### src/rtl/priority_bit_iterator.sv
// priority_bit_iterator
//   Takes one DATA_W-bit word per accept and emits each set bit of it as a
//   separate output beat, LSB-first (dir_i = 0) or MSB-first (dir_i = 1).
//   An all-zero word produces a single beat flagged with zero_o.
//
// Ports
//   clk_i, arst_i        clock, asynchronous active-high reset
//   data_i, dir_i        word and iteration order, sampled on accept
//   data_val_i           upstream valid
//   data_ready_o         block can take a word (combinational from data_ready_i)
//   onehot_o, idx_o      current bit as one-hot mask and binary index
//   last_o, zero_o       final beat of the word / word was all zeros
//   data_val_o           output beat valid
//   data_ready_i         downstream accepts the beat
//
// state | meaning
// IDLE  | no word held, ready for a new one
// BUSY  | presenting beats of the held word from rem_q
module priority_bit_iterator #(
  parameter int DATA_W = 16,
  parameter int IDX_W  = $clog2(DATA_W)
) (
  input  logic              clk_i,
  input  logic              arst_i,
  input  logic [DATA_W-1:0] data_i,
  input  logic              dir_i,
  input  logic              data_val_i,
  output logic              data_ready_o,
  output logic [DATA_W-1:0] onehot_o,
  output logic [IDX_W-1:0]  idx_o,
  output logic              last_o,
  output logic              zero_o,
  output logic              data_val_o,
  input  logic              data_ready_i
);

  typedef enum logic {IDLE, BUSY} state_t;

  state_t            state_q, state_d;
  logic [DATA_W-1:0] rem_q, rem_d;
  logic              dir_q, dir_d;
  logic              zero_q, zero_d;

  logic [DATA_W-1:0] rem_rev;
  logic [DATA_W-1:0] sel_lsb;
  logic [DATA_W-1:0] sel_msb;
  logic [DATA_W-1:0] onehot;
  logic [IDX_W-1:0]  idx;
  logic              last_sel;
  logic              busy;
  logic              fire;
  logic              accept;

  function automatic logic [DATA_W-1:0] bit_rev(input logic [DATA_W-1:0] v);
    logic [DATA_W-1:0] r;
    r = '0;
    for (int i = 0; i < DATA_W; i++) begin
      r[i] = v[DATA_W-1-i];
    end
    return r;
  endfunction

  // Lowest set bit via two's-complement isolation; MSB-first reuses the same
  // trick on the mirrored vector.
  always_comb begin
    rem_rev  = bit_rev(rem_q);
    sel_lsb  = rem_q & (-rem_q);
    sel_msb  = bit_rev(rem_rev & (-rem_rev));
    onehot   = dir_q ? sel_msb : sel_lsb;
    last_sel = ((rem_q & ~onehot) == '0);
    idx      = '0;
    for (int i = 0; i < DATA_W; i++) begin
      if (onehot[i]) begin
        idx = idx | IDX_W'(i);
      end
    end
  end

  assign busy         = (state_q == BUSY);
  assign data_val_o   = busy;
  assign onehot_o     = busy ? onehot : '0;
  assign idx_o        = busy ? idx : '0;
  assign last_o       = busy & last_sel;
  assign zero_o       = busy & zero_q;

  // Ready during the last beat lets the next word follow with no bubble.
  assign data_ready_o = ~busy | (last_sel & data_ready_i);

  assign fire   = busy & data_ready_i;
  assign accept = data_val_i & data_ready_o;

  always_comb begin
    state_d = state_q;
    rem_d   = rem_q;
    dir_d   = dir_q;
    zero_d  = zero_q;
    if (fire) begin
      if (last_sel) begin
        state_d = IDLE;
        rem_d   = '0;
      end else begin
        rem_d   = rem_q & ~onehot;
      end
    end
    // A new word overrides the retirement of the previous last beat.
    if (accept) begin
      state_d = BUSY;
      rem_d   = data_i;
      dir_d   = dir_i;
      zero_d  = (data_i == '0);
    end
  end

  always_ff @(posedge clk_i or posedge arst_i) begin
    if (arst_i) begin
      state_q <= IDLE;
      rem_q   <= '0;
      dir_q   <= 1'b0;
      zero_q  <= 1'b0;
    end else begin
      state_q <= state_d;
      rem_q   <= rem_d;
      dir_q   <= dir_d;
      zero_q  <= zero_d;
    end
  end

endmodule

### config.mk
export PLATFORM = sky130hd
export DESIGN_NAME = priority_bit_iterator
export DESIGN_NICKNAME = d
export VERILOG_FILES = /design/src/rtl/priority_bit_iterator.sv
export SDC_FILE = /design/constraint.sdc
export NUM_CORES = 1
export LEC_CHECK = 0
export CELL_PAD_IN_SITES_DETAIL_PLACEMENT = 0
export CELL_PAD_IN_SITES_GLOBAL_PLACEMENT = 1
export CORE_MARGIN = 3
export CORE_UTILIZATION = 37
export CTS_CLUSTER_DIAMETER = 50
export DETAILED_ROUTE_END_ITERATION = 7
export PLACE_DENSITY = 0.91
export SYNTH_ARGS = -nofsm -noshare
export SYNTH_HDL_FRONTEND = slang
export SYNTH_SLANG_ARGS = --single-unit
### constraint.sdc
create_clock -name clk_i -period 5.45 [get_ports clk_i]
set_clock_uncertainty 0.15 [all_clocks]
set_input_delay 0.8175 -clock clk_i [delete_from_list [all_inputs] [get_ports clk_i]]
set_output_delay 0.8175 -clock clk_i [all_outputs]
set_load 0.01 [all_outputs]
Word-level counts from Yosys, hierarchy flattened
Cells that the tools add are included.
- bits in registers: 19
- ROM bits: 0
- bits of input ports: 21
- output and inout port bits: 24
- word-level logic and storage cells: 46
- bits in writable memories: 0
- memories kept: 0
- bits in latches: 0
- multiplexer cells: 24
- $add $sub $neg: 2
- bitwise logic cells: 11
- divide/modulo/power cells: 0
- shifts and indexed selects: 0
- equal/unequal tests: 0
- reductions and logical operators: 5
- $mul: 0
- $lt $le $gt $ge: 0
- operators by type and width (operator ; number):
    16-bit 2-to-1 mux ; 5
    16-bit bitwise AND ; 3
    4-bit 2-to-1 mux ; 9
    16-bit zero test ; 2
    16-bit negation ; 2
    16-bit NOT ; 1
    3-bit 2-to-1 mux ; 4
    1-bit bitwise AND ; 5
    1-bit 2-to-1 mux ; 4
    2-bit 2-to-1 mux ; 2
    2-bit nonzero test ; 2
    2-bit AND reduction ; 1
    1-bit NOT ; 1
    1-bit bitwise OR ; 1

Logic depth before layout (Yosys ltp)
Gate-level depths: netlist (run 1).
- word-level depth: 19
- gate-level depth with buffers: 11
- depth with buffers taken out: 7

Worst setup path before layout (run 1)
OpenSTA, ideal clock, no wires.
- path kind: register -> output
- start point: reg rem_q[13]
- end point: out last_o
- buffers on the path: 1
- required time: 4483 ps
- path slack: 2495 ps
- stages on the path, launching flop included: 8
- arrival time: 1988 ps
- path through: dfrtp_1 buf_6 or4b_4 o31a_1 a22oi_1 and4_1 o2111a_2 and2_1
- cells in the longest elaborated chain, start to end: 7
- ends and longest elaborated chain (element ; line ; RTL):
    start: declaration ; 40 ; logic [DATA_W-1:0] rem_q, rem_d;
    start signal: assignment ; 122 ; rem_q <= rem_d;
    16-bit negation, on equally long branches ; 68, 67 ;
    16-bit bitwise AND, on equally long branches ; 68, 67 ;
    16-bit 2-to-1 mux ; 69 ; onehot = dir_q ? sel_msb : sel_lsb;
    16-bit NOT ; 70 ; last_sel = ((rem_q & ~onehot) == '0);
    16-bit bitwise AND * ; 70 ;
    16-bit zero test * ; 70 ;
    1-bit bitwise AND * ; 83 ; assign last_o = busy & last_sel;
    end: declaration ; 31 ; output logic last_o,
Every way passes the cells marked *; elsewhere a longest branch is shown, timed or not.

Worst setup path after layout (run 1)
- start point: reg rem_q[13]
- end point: out data_ready_o
- cells in the longest elaborated chain, start to end: 8
- ends and longest elaborated chain (element ; line ; RTL):
    16-bit negation, on equally long branches ; 68, 67 ;
    16-bit bitwise AND, on equally long branches ; 68, 67 ;
    16-bit 2-to-1 mux ; 69 ;
    16-bit NOT ; 70 ;
    16-bit bitwise AND * ; 70 ;
    16-bit zero test * ; 70 ;
    1-bit bitwise AND * ; 87 ; assign data_ready_o = ~busy | (last_sel & data_ready_i);
    1-bit bitwise OR * ; 87 ;
    end: declaration ; 28 ; output logic data_ready_o,
Marks and branches as above.

==> flow_metrics.env, run 1 <==
export IMPL_synthFlopType="dfrtp_1"
export IMPL_synth_edf_count=0
export IMPL_cts_tree="done"
export IMPL_period_share_pct=75.35
export IMPL_grt_max_degree=20
export IMPL_drt_iter0_drc=202
export IMPL_seq_power_share_pct=23.9
export IMPL_max_clock_freq_mhz=243.5
export IMPL_synth_cell_types=49
export IMPL_synthCells=215
export IMPL_irDropWorstVdd_uv=293.3
export IMPL_clk_latency_ns=0.26
export IMPL_drive_gt1_share_pct=5.285
export IMPL_start_kind="flop"
export IMPL_avgViaCountPerCell=6.426
export IMPL_fp_dieW_um=73.04
export IMPL_dpl_cell_area_sq_mm=0.002066
export IMPL_core_area_sq_mm=0.004173
export IMPL_hold_class="reg2reg"
export IMPL_gp_congestion=1.010
export IMPL_leakage_nw=0.8401
export IMPL_crit_arrival_ns=3.14
export IMPL_slowest_stage="nor4b_1"
export IMPL_cts_repair_resize_count=0
export IMPL_fill_cells=411
export IMPL_track_usage_pct=22.11
export IMPL_p_switching_mw=0.6450
export IMPL_end_kind="output pin"
export IMPL_clock_sinks=19
export IMPL_wl_per_cell_um=19.07
export IMPL_ant_nets=0
export IMPL_antenna_found_initial=0
export IMPL_synth_compound_area_share_pct=25.13
export IMPL_holdWs_ns=0.4008
export IMPL_synthArstFlopShare_pct=100.0
export IMPL_power_share_combinational_pct=68.4
export IMPL_power_density_mw_per_mm2=613.8
export IMPL_drc=0
export IMPL_relSlewSlack_pct=47.35
export IMPL_p_int_mw=0.6505
export IMPL_post_cts_buffers=0
export IMPL_firstDrtPassIters=5
export IMPL_clockBufferDepth=2
export IMPL_crit_required_ns=4.48
export IMPL_layout_nets=268
export IMPL_outcome="finished, final reports clean"
export IMPL_cap_violations=0
export IMPL_rows=23
export IMPL_io_pins=45
export IMPL_syn_mean_instance_area_sq_um=7.734
export IMPL_fp_dieH_um=73.04
export IMPL_synthXorXnorAreaFrac_pct=0
export IMPL_htreeDepth=1
export IMPL_io_buffers=44
export IMPL_dieArea_sq_mm=0.005335
export IMPL_num_vias=1902
export IMPL_holdBufCountCts=0
export IMPL_rsz0062_at_grt="no"
export IMPL_synth_top_family_by_area="simple AND/OR/NAND/NOR gates"
export IMPL_critPathMaxFanout=10
export IMPL_crit_chain="nor4b_1 -> nand3_1 -> a32o_1 -> and4b_1 -> o2111a_2 -> a21oi_1 -> inv_1 -> clkdlybuf4s50_1"
export IMPL_final_hold_viol_count=0
export IMPL_ys_seq_area_share_pct=28.59
export IMPL_wl_um=5645
export IMPL_fin_area_sq_mm=0.002111
export IMPL_grt_first_pass_wirelength_um=9149
export IMPL_synth_warnings=0
export IMPL_hpwl_um=4353
export IMPL_worst_pin_slew_ns=0.7893
export IMPL_timing_final_crit_period_ns=4.107
export IMPL_path_class="reg2out"
export IMPL_worstHoldPathCells=2
export IMPL_syn_num_nets=236
export IMPL_finalSetupViolations=0
export IMPL_syn_to_final_growth_pct=26.94
export IMPL_cpPeakStageDelay_ns=0.63
export IMPL_ys_ff_latch=19
export IMPL_clock_root_buffer="clkbuf_8"
export IMPL_clkSlewWorstSetupHoldPaths_ns=0.07
export IMPL_synth_fa_ha_area_share_pct=0
export IMPL_diodes=0
export IMPL_r2r_cells=7
export IMPL_cts_buffers=3
export IMPL_grt_pass1_vias=1794
export IMPL_final_util_pct=50.58
export IMPL_gr_total_overflow=0
export IMPL_tns_ns=0
export IMPL_synth_simple_area_share_pct=36.95
export IMPL_initial_core_util_pct=39.85
export IMPL_slew_violations=0
export IMPL_clockPowerShare_pct=7.7
export IMPL_synthMuxAreaShare_pct=1.279
export IMPL_synth_area_sq_mm=0.001663
export IMPL_p_sw_share_pct=49.79
critical path, delay by kind of cell, from the launching register on:
kind                   cells  cell delay [ns]
AO/OA/AOI/OAI              3             0.65
buffers and inverters      2             0.59
flip-flops                 1             0.53
AND/OR/NAND/NOR            3             1.10
cells by family after synthesis:
kind of cell           count (synthesis)
DFF                                   19
muxes                                  2
and+or+nand+nor                      119
AOI/OAI and AO/OA                     50
buffers and inverters                 25
area by class of cell:
cell class,count,area [sq um],share of cell area [%]
Clock buffer,4,45.04,2.134
Inverter,7,26.28,1.245
Multi-Input combinational cell,171,1054,49.91
Sequential cell,19,475.5,22.53
Tap cell,50,62.56,2.964
Timing Repair Buffer,45,447.9,21.22
worst paths after layout:
kind	start	end	slack, ns
hold reg to reg	zero_q$_DFFE_PP0P_	zero_q$_DFFE_PP0P_	0.40
setup / recovery	rem_q[13]$_DFFE_PP0P_	data_ready_o	1.34
setup reg to reg	rem_q[13]$_DFFE_PP0P_	dir_q$_DFFE_PP0P_	1.95
max in group asynchronous	arst_i	rem_q[4]$_DFFE_PP0P_	3.86
hold / removal	zero_q$_DFFE_PP0P_	zero_q$_DFFE_PP0P_	0.40
min in group asynchronous	arst_i	rem_q[14]$_DFFE_PP0P_	0.83
flip-flops by register name (all words and copies together) (netlist names):
register,count
dir_q,1
zero_q,1
data_val_o,1
rem_q,16
layer usage:
| metal | vias up | wire length [um] | GRT usage, % | share of wire [%] |
|---|---|---|---|---|
| li1 | 879 | - | - | - |
| met1 | 900 | 2383 | 29.87 | 42 |
| met2 | 107 | 2646 | 34.76 | 47 |
| met3 | 16 | 454 | 3.168 | 8.0 |
| met4 | 0 | 160 | 9.836 | 2.8 |
| met5 | - | 0 | 0 | 0 |
power by group through the flow:
stage	Sequential (mW)	Clock, mW	Combinational [mW]
after floorplan	0.222	0	0.653
after global placement	0.304	0	0.889
after detailed placement	0.306	0	0.875
after CTS	0.303	0.102	0.879
after global routing	0.317	0.107	0.976
final	0.309	0.100	0.886
per-stage QoR:
step / cells / power [mW] / setup slack [ns]
after global placement: 292 / 1.194 / 1.670
after floorplan: 215 / 0.8751 / 2.495
after detailed placement: 292 / 1.181 / 1.706
after global routing: 296 / 1.400 / 1.092
final: 296 / 1.296 / 1.343
after CTS: 296 / 1.284 / 1.418
synthesized netlist by cell type (3+ instances only):
cell | count | area (sq um)
nor2_1 | 19 | 71.32
nor4_1 | 10 | 62.56
a31oi_1 | 6 | 37.54
inv_1 | 6 | 22.52
and3_1 | 5 | 31.28
a21oi_1 | 5 | 25.02
clkbuf_1 | 8 | 30.03
nand2_1 | 44 | 165.2
nor3_1 | 6 | 30.03
nor4_2 | 3 | 37.54
dfrtp_1 | 19 | 475.5
o22ai_1 | 3 | 18.77
a32o_1 | 14 | 140.1
buf_2 | 7 | 35.03
nand4_1 | 9 | 56.30
nand3_1 | 7 | 35.03
and2_1 | 3 | 18.77
placed cells by master, fill, tap and decap left out, types with 3 or more instances in the layout:
master	n
nand2_1	44
clkdlybuf4s50_1	44
nor2_1	19
dfrtp_1	19
a32o_1	14
nor4_1	10
nand4_1	9
nand3_1	7
nor3_1	6
inv_1	6
a31oi_1	6
and3_1	5
a21oi_1	5
nor4_2	3
o22ai_1	3
and2_1	3
clkbuf_8	3
Note: power is estimated with default switching activity, not from simulation.
==> run 2, diff against run 1 <==
CORE_UTILIZATION = 35   (was 37)
PLACE_DENSITY = 0.88   (was 0.91)
clock period = 4.23 ns   (was 5.45 ns; I/O delays follow)
==> flow_metrics.env, run 2 (synthesis gave the netlist of run 1 again) <==
export IMPL_outcome="finished, final reports clean"
export IMPL_clk_latency_ns=0.27
export IMPL_drc=0
export IMPL_seq_area_sq_um=475.5
export IMPL_regMostFlops="rem_q"
export IMPL_cts_repair_resize_count=0
export IMPL_antenna_found_initial=0
export IMPL_largest_reg_flops=16
export IMPL_clock_root_buffer="clkbuf_8"
export IMPL_crit_buf_inv=2
export IMPL_clockBufferDepth=2
export IMPL_slew_violations=0
export IMPL_critPathMaxFanout=9
export IMPL_drive_gt1_share_pct=7.968
export IMPL_relSlewSlack_pct=45.61
export IMPL_tns_ns=0
export IMPL_start_kind="flop"
export IMPL_crit_required_ns=3.45
export IMPL_io_buffers=44
export IMPL_leakage_nw=0.8655
export IMPL_grt_pass1_vias=1819
export IMPL_syn_to_final_growth_pct=29.95
export IMPL_clkSlewWorstSetupHoldPaths_ns=0.08
export IMPL_timing_final_crit_period_ns=3.829
export IMPL_slowest_stage="nor4_2"
export IMPL_final_hold_viol_count=0
export IMPL_layout_nets=273
export IMPL_initial_core_util_pct=37.16
export IMPL_clockPowerShare_pct=8.0
export IMPL_firstDrtPassIters=5
export IMPL_finalSetupViolations=0
export IMPL_clock_sinks=19
export IMPL_crit_family="simple AND/OR/NAND/NOR gates"
export IMPL_crit_chain="nor4_2 -> nand3_1 -> a32o_1 -> and4b_1 -> o2111a_2 -> a21oi_1 -> inv_1 -> clkdlybuf4s50_1"
export IMPL_fill_cells=441
export IMPL_cts_tree="done"
export IMPL_p_sw_share_pct=50.24
export IMPL_dieArea_sq_mm=0.005614
export IMPL_end_kind="output pin"
export IMPL_holdBufCountCts=0
export IMPL_power_density_mw_per_mm2=807.7
export IMPL_cap_violations=0
export IMPL_seq_power_share_pct=23.2
export IMPL_core_area_sq_mm=0.004474
export IMPL_cpPeakStageDelay_ns=0.58
export IMPL_grt_first_pass_wirelength_um=9591
export IMPL_period_share_pct=90.51
export IMPL_fp_dieW_um=74.93
export IMPL_avgViaCountPerCell=6.465
export IMPL_p_int_mw=0.8684
export IMPL_p_switching_mw=0.8770
export IMPL_post_cts_buffers=0
export IMPL_fp_dieH_um=74.93
export IMPL_num_vias=1959
export IMPL_io_pins=45
export IMPL_track_usage_pct=22.62
export IMPL_final_cell_mix="44 x nand2_1, 44 x clkdlybuf4s50_1, 19 x nor2_1, 19 x dfrtp_1, 14 x a32o_1"
export IMPL_p_total_mw=1.745
export IMPL_hold_class="reg2reg"
export IMPL_irDropWorstVdd_uv=413.6
export IMPL_gr_total_overflow=0
export IMPL_rows=24
export IMPL_path_class="reg2out"
export IMPL_rsz0062_at_grt="no"
export IMPL_cts_buffers=3
export IMPL_wl_per_cell_um=19.99
export IMPL_diodes=0
export IMPL_htreeDepth=1
export IMPL_max_clock_freq_mhz=261.2
export IMPL_crit_arrival_ns=3.04
export IMPL_worst_pin_slew_ns=0.8154
export IMPL_multi_input_area_sq_mm=0.001060
export IMPL_drt_iter0_drc=336
export IMPL_grt_max_degree=20
export IMPL_holdWs_ns=0.3886
export IMPL_ant_nets=0
export IMPL_gp_congestion=0.9805
export IMPL_wl_um=6057
export IMPL_power_share_combinational_pct=68.9
export IMPL_hpwl_um=4670
==> run 2: changes by cell type in the layout (fill, tap and decap cells not counted) <==
cell        previous run  this run
clkbuf_1               1         0
nor4_1                10         9
clkinvlp_4             0         1
buf_4                  1         6
nor4_2                 3         4
==> run 2: stage by stage <==
step	setup slack, ns	cells	area, sq um	util [%]
floorplan	1.458	215	1663	-
global placement	0.6017	299	2106	47.06
detailed placement	0.6183	299	2106	47.06
CTS	0.3385	303	2155	48.15
global route	0.2320	303	2161	48.29
finish	0.4015	303	2161	48.29
==> run 2: worst paths after layout <==
check	from	endpoint	slack, ns	depth (start not counted)
worst max-delay path	rem_q[9]$_DFFE_PP0P_	data_ready_o	0.40	8
worst min-delay path	zero_q$_DFFE_PP0P_	zero_q$_DFFE_PP0P_	0.39	2
worst max register to register	rem_q[9]$_DFFE_PP0P_	rem_q[5]$_DFFE_PP0P_	1.07	8
worst min register to register	zero_q$_DFFE_PP0P_	zero_q$_DFFE_PP0P_	0.39	2
max in group asynchronous	arst_i	rem_q[7]$_DFFE_PP0P_	2.78	2
min in group asynchronous	arst_i	rem_q[0]$_DFFE_PP0P_	0.66	2
==> run 2: power by group through the flow <==
| stage | combinational (mW) | sequential, mW | clock, mW |
|---|---|---|---|
| finish | 1.20 | 0.404 | 0.139 |
| floorplan | 0.842 | 0.286 | 0 |
| global route | 1.30 | 0.420 | 0.149 |
| CTS | 1.18 | 0.395 | 0.140 |
| detailed placement | 1.18 | 0.398 | 0 |
| global placement | 1.19 | 0.403 | 0 |
==> run 2: area by class of cell <==
type / instances / share of cell area [%]
clock buffer: 3 / 1.911
clock inverter: 1 / 0.3474
inverter: 7 / 1.216
multi-input combinational: 171 / 49.04
sequential: 19 / 22.00
tap: 52 / 3.011
timing repair buffer: 50 / 22.47
==> run 2: worst register-to-register path, delay by kind of cell, from the launching register on <==
family,cells,cell delay [ns]
flops,1,0.51
compound gates,4,1.11
buf+inv,1,0.28
simple gates,3,1.05
==> run 2: metal layers <==
| layer | vias up | GRT usage [%] | wire length, um |
|---|---|---|---|
| met5 | - | 0 | 0 |
| met3 | 22 | 2.403 | 379 |
| met4 | 0 | 9.289 | 201 |
| met1 | 947 | 34.07 | 2738 |
| li1 | 888 | - | - |
| met2 | 102 | 32.69 | 2738 |
==> run 3, diff against run 2 <==
GPL_ROUTABILITY_DRIVEN = 0   (was not set)
==> flow_metrics.env, run 3 (synthesis gave the netlist of run 1 again) <==
export IMPL_finalSetupViolations=0
export IMPL_period_share_pct=95.84
export IMPL_largest_reg_flops=16
export IMPL_r2r_cells=8
export IMPL_max_clock_freq_mhz=246.7
export IMPL_use_met3_pct=2.537
export IMPL_multi_input_area_sq_mm=0.001054
export IMPL_crit_chain="nor3_1 -> a41oi_1 -> a31oi_1 -> and4b_1 -> o2111a_2 -> a21oi_1 -> inv_1 -> clkdlybuf4s50_1"
export IMPL_timing_final_crit_period_ns=4.054
export IMPL_tns_ns=0
export IMPL_antenna_found_initial=0
export IMPL_final_hold_viol_count=0
export IMPL_clock_root_buffer="clkbuf_8"
export IMPL_use_met1_pct=29.79
export IMPL_holdBufCountCts=0
export IMPL_dieArea_sq_mm=0.005614
export IMPL_path_class="reg2out"
export IMPL_p_sw_share_pct=50.21
export IMPL_gr_total_overflow=0
export IMPL_clkSlewWorstSetupHoldPaths_ns=0.07
export IMPL_worstHoldPathCells=2
export IMPL_power_density_mw_per_mm2=797.0
export IMPL_diodes=0
export IMPL_cpPeakStageDelay_ns=0.78
export IMPL_slew_violations=0
export IMPL_hpwl_um=4413
export IMPL_drive_gt1_share_pct=5.668
export IMPL_clockBufferDepth=2
export IMPL_post_cts_buffers=0
export IMPL_regMostFlops="rem_q"
export IMPL_p_int_mw=0.8416
export IMPL_wl_um=5822
export IMPL_start_kind="flop"
export IMPL_clock_sinks=19
export IMPL_grt_pass1_vias=1815
export IMPL_avgViaCountPerCell=6.492
export IMPL_crit_required_ns=3.45
export IMPL_dp_cells=295
export IMPL_wl_per_cell_um=19.47
export IMPL_clockPowerShare_pct=7.8
export IMPL_outcome="finished, final reports clean"
export IMPL_grt_first_pass_wirelength_um=9066
export IMPL_crit_arrival_ns=3.27
export IMPL_fin_cells=299
export IMPL_fp_dieW_um=74.93
export IMPL_firstDrtPassIters=6
export IMPL_io_pins=45
export IMPL_grt_max_degree=20
export IMPL_holdWs_ns=0.3875
export IMPL_core_area_sq_mm=0.004474
export IMPL_top_usage_layer="met2"
export IMPL_ant_nets=0
export IMPL_use_met2_pct=33.56
export IMPL_hold_class="reg2reg"
export IMPL_p_total_mw=1.690
export IMPL_track_usage_pct=21.11
export IMPL_power_share_combinational_pct=68.3
export IMPL_num_vias=1941
export IMPL_drt_iter0_drc=245
export IMPL_cts_tree="done"
export IMPL_drc=0
export IMPL_end_kind="output pin"
export IMPL_cts_buffers=3
export IMPL_io_buffers=44
export IMPL_cap_violations=0
export IMPL_initial_core_util_pct=37.16
export IMPL_p_switching_mw=0.8486
export IMPL_cts_repair_resize_count=0
export IMPL_relSlewSlack_pct=38.73
export IMPL_final_cell_mix="44 x nand2_1, 44 x clkdlybuf4s50_1, 19 x nor2_1, 19 x dfrtp_1, 14 x a32o_1"
export IMPL_critPathMaxFanout=8
export IMPL_seq_area_sq_um=475.5
export IMPL_worst_pin_slew_ns=0.9121
export IMPL_clk_latency_ns=0.26
export IMPL_irDropWorstVdd_uv=414.4
export IMPL_rsz0062_at_grt="no"
export IMPL_fill_cells=437
export IMPL_layout_nets=269
export IMPL_htreeDepth=1
export IMPL_leakage_nw=0.8455
export IMPL_slowest_stage="nor3_1"
export IMPL_syn_to_final_growth_pct=27.54
export IMPL_seq_power_share_pct=23.9
export IMPL_fp_dieH_um=74.93
export IMPL_rows=24
-- run 3: cell count changes in the layout (fill, tap and decap cells not counted), sizes merged --
cell      delta
clkbuf       +1
buf          -4
clkinvlp     -1
-- run 3: through the flow --
step	area (sq um)	setup slack, ns	utilization [%]
after floorplan	1663	1.458	-
after global placement	2076	0.4911	46.39
after detailed placement	2076	0.5495	46.39
after CTS	2121	0.2300	47.40
after global routing	2121	0.05703	47.40
final	2121	0.1760	47.40
-- run 3: worst paths after layout --
kind	start	to	slack (ns)
worst max-delay path	rem_q[2]$_DFFE_PP0P_	data_ready_o	0.18
worst min-delay path	zero_q$_DFFE_PP0P_	zero_q$_DFFE_PP0P_	0.39
worst max register to register	rem_q[2]$_DFFE_PP0P_	rem_q[2]$_DFFE_PP0P_	0.88
worst min register to register	zero_q$_DFFE_PP0P_	zero_q$_DFFE_PP0P_	0.39
max in group asynchronous	arst_i	rem_q[7]$_DFFE_PP0P_	2.78
min in group asynchronous	arst_i	zero_q$_DFFE_PP0P_	0.66
-- run 3: layout make-up --
class / instances / area share, %
multi-input combinational: 171 / 49.68
sequential: 19 / 22.42
timing repair buffer: 46 / 21.47
tap: 52 / 3.068
clock buffer: 4 / 2.124
inverter: 7 / 1.239
-- run 3: power groups by stage --
stage	Combinational (mW)	Sequential [mW]	Clock, mW
6_report	1.15	0.404	0.132
5_1_grt	1.25	0.413	0.142
4_1_cts	1.14	0.394	0.133
3_5_place_dp	1.13	0.398	0
3_3_place_gp	1.14	0.399	0
2_1_floorplan	0.842	0.286	0
-- run 3: critical path: cells and delay by family (launching register included) --
kind,cells,cell delay (ns)
buffers and inverters,2,0.60
AND/OR/NAND/NOR,2,1.04
flip-flops,1,0.47
AO/OA/AOI/OAI,4,0.90
-- run 3: per-layer routing --
| metal | part of all wire (%) | wire [um] |
|---|---|---|
| met1 | 42 | 2474 |
| met5 | 0 | 0 |
| met3 | 8.3 | 481 |
| met2 | 47 | 2745 |
| met4 | 2.1 | 121 |
